==> src/rtl/csr_access_arbiter.sv <==
// Round-robin arbiter sharing the CSR register-map port between two host requesters.
// Optional macro CSR_ARB_ADDR_CHECK_EN: reject writes beyond the config register range.
module csr_access_arbiter #(
    parameter int ADDR_WIDTH     = 7,
    parameter int DATA_WIDTH     = 8,
    parameter int NUM_CONFIG_REG = 96,
    parameter int WR_HOLD        = 3,
    parameter int RD_HOLD        = 3
) (
    input  logic                  clk_i,
    input  logic                  rstn_n,
    input  logic                  m0_valid_i,
    output logic                  m0_ready_o,
    input  logic                  m0_we_i,
    input  logic [ADDR_WIDTH-1:0] m0_addr_i,
    input  logic [DATA_WIDTH-1:0] m0_wdata_i,
    output logic                  m0_rsp_valid_o,
    output logic [DATA_WIDTH-1:0] m0_rsp_rdata_o,
    output logic                  m0_rsp_err_o,
    input  logic                  m1_valid_i,
    output logic                  m1_ready_o,
    input  logic                  m1_we_i,
    input  logic [ADDR_WIDTH-1:0] m1_addr_i,
    input  logic [DATA_WIDTH-1:0] m1_wdata_i,
    output logic                  m1_rsp_valid_o,
    output logic [DATA_WIDTH-1:0] m1_rsp_rdata_o,
    output logic                  m1_rsp_err_o,
    output logic [ADDR_WIDTH-1:0] csr_addr_o,
    output logic [DATA_WIDTH-1:0] csr_wdata_o,
    output logic                  csr_we_o,
    output logic                  csr_re_o,
    input  logic [DATA_WIDTH-1:0] csr_rdata_i
);

    localparam int HOLD_MAX = (WR_HOLD > RD_HOLD) ? WR_HOLD : RD_HOLD;
    localparam int CNT_W    = $clog2(HOLD_MAX + 1);
    localparam logic [ADDR_WIDTH:0] CFG_LIMIT = (ADDR_WIDTH+1)'(NUM_CONFIG_REG);

    typedef enum logic [1:0] {
        IDLE   = 2'd0,
        ACCESS = 2'd1,
        RESP   = 2'd2
    } state_e;

    typedef struct packed {
        logic                  we;
        logic [ADDR_WIDTH-1:0] addr;
        logic [DATA_WIDTH-1:0] wdata;
    } cmd_t;

    state_e           state_q, state_d;
    cmd_t             cmd_q;
    logic             gnt_q;
    logic             ptr_q;
    logic [CNT_W-1:0] cnt_q;

    logic [1:0] req_valid;
    cmd_t       req_cmd [2];
    logic       sel;
    cmd_t       sel_cmd;
    logic [1:0] ready;
    logic       accept;
    logic       addr_oob;
    logic       reject;
    logic       hold_last;
    logic [1:0] rsp_valid;
    logic [DATA_WIDTH-1:0] rsp_rdata;
    logic       rsp_err;

    assign req_valid  = {m1_valid_i, m0_valid_i};
    assign req_cmd[0] = {m0_we_i, m0_addr_i, m0_wdata_i};
    assign req_cmd[1] = {m1_we_i, m1_addr_i, m1_wdata_i};

    // A lone requester wins outright; a tie goes to the priority pointer.
    always_comb begin
        sel = ptr_q;
        if (req_valid == 2'b01)
            sel = 1'b0;
        else if (req_valid == 2'b10)
            sel = 1'b1;
    end

    assign sel_cmd = req_cmd[sel];

    always_comb begin
        ready = '0;
        if (state_q == IDLE && req_valid[sel])
            ready[sel] = 1'b1;
    end

    assign accept   = |ready;
    assign addr_oob = sel_cmd.we && ({1'b0, sel_cmd.addr} >= CFG_LIMIT);

`ifdef CSR_ARB_ADDR_CHECK_EN
    logic err_q;
    assign reject = addr_oob;
`else
    logic unused_addr_oob;
    assign unused_addr_oob = addr_oob;
    assign reject          = 1'b0;
`endif

    assign hold_last = cmd_q.we ? (cnt_q == CNT_W'(WR_HOLD - 1))
                                : (cnt_q == CNT_W'(RD_HOLD - 1));

    always_comb begin
        state_d = state_q;
        case (state_q)
            IDLE: begin
                if (accept)
                    state_d = reject ? RESP : ACCESS;
            end
            ACCESS: begin
                if (hold_last)
                    state_d = RESP;
            end
            RESP:    state_d = IDLE;
            default: state_d = IDLE;
        endcase
    end

    always_ff @(posedge clk_i or negedge rstn_n) begin
        if (!rstn_n) begin
            state_q <= IDLE;
            cmd_q   <= '0;
            gnt_q   <= 1'b0;
            ptr_q   <= 1'b0;
            cnt_q   <= '0;
        end else begin
            state_q <= state_d;
            case (state_q)
                IDLE: begin
                    if (accept) begin
                        cmd_q <= sel_cmd;
                        gnt_q <= sel;
                        cnt_q <= '0;
                    end
                end
                ACCESS:  cnt_q <= cnt_q + CNT_W'(1);
                RESP:    ptr_q <= ~gnt_q;
                default: ;
            endcase
        end
    end

`ifdef CSR_ARB_ADDR_CHECK_EN
    always_ff @(posedge clk_i or negedge rstn_n) begin
        if (!rstn_n)
            err_q <= 1'b0;
        else if (state_q == IDLE && accept)
            err_q <= reject;
    end
    assign rsp_err = err_q;
`else
    assign rsp_err = 1'b0;
`endif

    // Address and data stay on the latched command between accesses; only enables fall.
    assign csr_addr_o  = cmd_q.addr;
    assign csr_wdata_o = cmd_q.wdata;
    assign csr_we_o    = (state_q == ACCESS) &&  cmd_q.we;
    assign csr_re_o    = (state_q == ACCESS) && !cmd_q.we;

    always_comb begin
        rsp_valid = '0;
        if (state_q == RESP)
            rsp_valid[gnt_q] = 1'b1;
    end

    // Rejected writes and all writes return zero data.
    assign rsp_rdata = (cmd_q.we || rsp_err) ? '0 : csr_rdata_i;

    assign m0_ready_o     = ready[0];
    assign m1_ready_o     = ready[1];
    assign m0_rsp_valid_o = rsp_valid[0];
    assign m1_rsp_valid_o = rsp_valid[1];
    assign m0_rsp_rdata_o = rsp_valid[0] ? rsp_rdata : '0;
    assign m1_rsp_rdata_o = rsp_valid[1] ? rsp_rdata : '0;
    assign m0_rsp_err_o   = rsp_valid[0] && rsp_err;
    assign m1_rsp_err_o   = rsp_valid[1] && rsp_err;

endmodule

==> config.mk <==
export PLATFORM = sky130hd
export DESIGN_NAME = csr_access_arbiter
export DESIGN_NICKNAME = d
export VERILOG_FILES = /design/src/rtl/csr_access_arbiter.sv
export SDC_FILE = /design/constraint.sdc
export NUM_CORES = 1
export LEC_CHECK = 0
export ABC_AREA = 1
export CAP_MARGIN = 40
export CORE_MARGIN = 1
export CORE_UTILIZATION = 43
export CTS_BUF_LIST = sky130_fd_sc_hd__clkbuf_4 sky130_fd_sc_hd__clkbuf_8 sky130_fd_sc_hd__clkbuf_16
export DETAILED_ROUTE_END_ITERATION = 8
export PLACE_DENSITY = 0.95
export SYNTH_ARGS = -nofsm -noshare
export SYNTH_HDL_FRONTEND = slang
export SYNTH_SLANG_ARGS = --single-unit
export TNS_END_PERCENT = 30
==> constraint.sdc <==
create_clock -name clk_i -period 2.9 [get_ports clk_i]
set_clock_uncertainty 0.1 [all_clocks]
set_input_delay 0.58 -clock clk_i [delete_from_list [all_inputs] [get_ports clk_i]]
set_output_delay 0.58 -clock clk_i [all_outputs]
set_load 0.005 [all_outputs]
==> flow_metrics.tcl <==
set metrics [dict create \
    status "finished, final reports clean" \
    numClockSinks 22 \
    cts_buffer_depth 2 \
    crit_family "buffers and inverters" \
    crit_fanout 8 \
    finalNetCount 284 \
    grt_max_degree 28 \
    cp.arrival_ps 1960 \
    met3_usage 0.0292 \
    track_usage 0.230 \
    max_slew.worst_pin.slew_ps 739 \
    cts_buffers 3 \
    grtUsageMet1 0.289 \
    leakage_nw 1.05 \
    synth_top_area_frac 0.346 \
    path_clk_slew_ps 80 \
    multi_input_area_um2 746 \
    clk_latency_ps 280 \
    synthTopCellsByCount "nand4_1, dfrtp_1, buf_4, nand2_2, nand3_2" \
    critical_path_class "in2out" \
    antenna_found_initial 0 \
    rows 21 \
    synthMuxAreaShare 0 \
    synthXorXnorAreaFrac 0 \
    fin_crit_ps 2640 \
    hpwlAfterDp_um 3160 \
    synth-edff-count 0 \
    die_y_um 62.8 \
    cts_hold_buffers 0 \
    final-seq-area_um2 551 \
    num_antenna_cells 0 \
    grt_pass1_vias 1457 \
    slew_headroom 0.508 \
    dpl.cell_count 280 \
    p_total_mw 1.93 \
    ys_ff_latch 22 \
    drtIter0Drc 50 \
    cts_resized 0 \
    async_flop_share 1.00 \
    synth_compound_area_frac 0.0118 \
    period_share 0.909 \
    numPortBuffers 80 \
    rsz0062_at_grt "no" \
    synth_top_area_cell "dfrtp_1" \
    syn_area_um2 1590 \
    netlist_instances 175 \
    first_pass_iters 4 \
    grt_pass1_wl_um 7090 \
    avgRoutedWirePerCell_um 15.1 \
    synth_simple_gate_area_share 0.445 \
    via_count 1497 \
    yosysSeqAreaShare 0.346 \
    critPathMaxStageDelay_ps 640 \
    die-area_um2 3950 \
    maxSlewViolCount 0 \
    cellPowerDensity_nw_per_um2 819 \
    finalWeightedCongestion 0.746 \
    core_area_um2 3440 \
    setup_viol 0 \
    hold_viol 0 \
    grt_busiest_layer "met2" \
    synth_top_family_by_area "simple AND/OR/NAND/NOR gates" \
    maxCapViolCount 0 \
    instances_no_fill 284 \
    crit_path_frequent_cell "clkdlybuf4s50_1" \
    synth_most_common_cell "nand4_1" \
    drc 0 \
    cp.required_ps 2220 \
    cts_tree "built" \
    io-pin-count 83 \
    end_kind "output port" \
    cp_num_buf_inv 2 \
    r2r-start "state_q[1]" \
    synth_cell_type_count 24 \
    yosysWarnings 0 \
    die_w_um 62.8 \
    crit_slowest_cell "clkdlybuf4s50_1" \
    hp-class "reg2reg" \
    crit_path_start_kind "primary input" \
    hold_start "csr_wdata_o[1]" \
    htree_levels 1 \
    fillCellCount 273 \
    crit_path_start "m1_valid_i" \
    layout-drive-gt1-share 0.277 \
    syn_to_final_growth_pct 48.2 \
    ant_nets 0 \
    cp_cell_sequence "clkdlybuf4s50_1 > nand2_2 > and3_2 > clkdlybuf4s50_1" \
    max_freq_mhz 379 \
    grt-ovfl-total 0 \
    drt_wl_total_um 4300 \
    clockRootBuffer "clkbuf_8" \
    tns_ps 0 \
    use_met2 0.397 \
    syn_area_per_cell_um2 9.09 \
    synth_area_leaders "dfrtp_1, nand4_1, nand3_2" \
    start_util 0.462 \
    synthAdderAreaFrac 0.00787 \
    via_per_inst 5.27 \
    yosys_most_used_dff "dfrtp_1" \
    ir_worst_vdd_v 0.000444 \
    whs_ps 408 \
    cts_setup_buffers 0 \
]
[kinds of logic after synthesis]
group | Yosys count
other | 1
flip-flops | 22
adder cells (fa/ha/maj) | 1
buffers and inverters | 48
AO/OA/AOI/OAI | 3
AND/OR/NAND/NOR | 100
[cell usage in the layout, fill, tap and decap left out, drive strengths merged]
| cell type | count |
|---|---|
| nor2 | 6 |
| inv | 18 |
| conb | 2 |
| nand4 | 32 |
| nor3 | 16 |
| or2 | 1 |
| a21oi | 1 |
| bufinv | 1 |
| clkdlybuf4s50 | 80 |
| clkbuf | 3 |
| o21ai | 2 |
| dfrtp | 22 |
| nand2 | 24 |
| buf | 8 |
| and3 | 1 |
| ha | 1 |
| nand3 | 20 |
[routing by layer]
metal  part of all wire  vias up
li1                   -      711
met1               0.40      720
met2               0.53       59
met3              0.056        7
met4              0.015        0
met5                  0        -
[power by group]
part | total (mW) | switching, mW | leakage [nW] | internal (mW)
Combinational | 1.03 | 0.498 | 0.741 | 0.529
Sequential | 0.604 | 0.149 | 0.270 | 0.455
Clock | 0.299 | 0.114 | 0.0357 | 0.185
[registers in the layout (all words and copies together) (netlist names)]
register / count
ptr_q: 1
gnt_q: 1
csr_wdata_o: 8
cnt_q: 2
state_q: 2
csr_addr_o: 7
cmd_q: 1
[stage by stage]
step	cell area, µm²	worst slack (ps)	util
finish	2360	262	0.684
global route	2360	211	0.684
CTS	2360	266	0.684
detailed placement	2280	280	0.664
global placement	2280	277	0.664
floorplan	1590	1190	-
[area by class of cell]
| cell class | count | share of cell area |
|---|---|---|
| multi-input cells | 106 | 0.317 |
| clock buffers | 3 | 0.0175 |
| flip-flops and latches | 22 | 0.234 |
| inverters | 18 | 0.0297 |
| repair buffers | 88 | 0.365 |
| clock inverters | 1 | 0.0127 |
| well taps | 46 | 0.0244 |
[worst reg2reg max path, stage by stage, from the launching register on]
cell and delay [ps]:
dfrtp_1 460, nor2_4 230, buf_4 320, o21ai_2 100, buf_4 210, nand2_2 80, nand3_2 60
[worst paths after layout]
check | end | slack (ps) | cells past startpoint
max in group asynchronous | cmd_q[15] | 1910 | 2
max | m0_ready_o | 260 | 4
min | csr_wdata_o[1] | 410 | 2
min reg2reg | csr_wdata_o[1] | 410 | 2
max reg2reg | csr_addr_o[0] | 1230 | 6
min in group asynchronous | ptr_q | 560 | 2
Note: power is estimated with default switching activity, not from simulation.
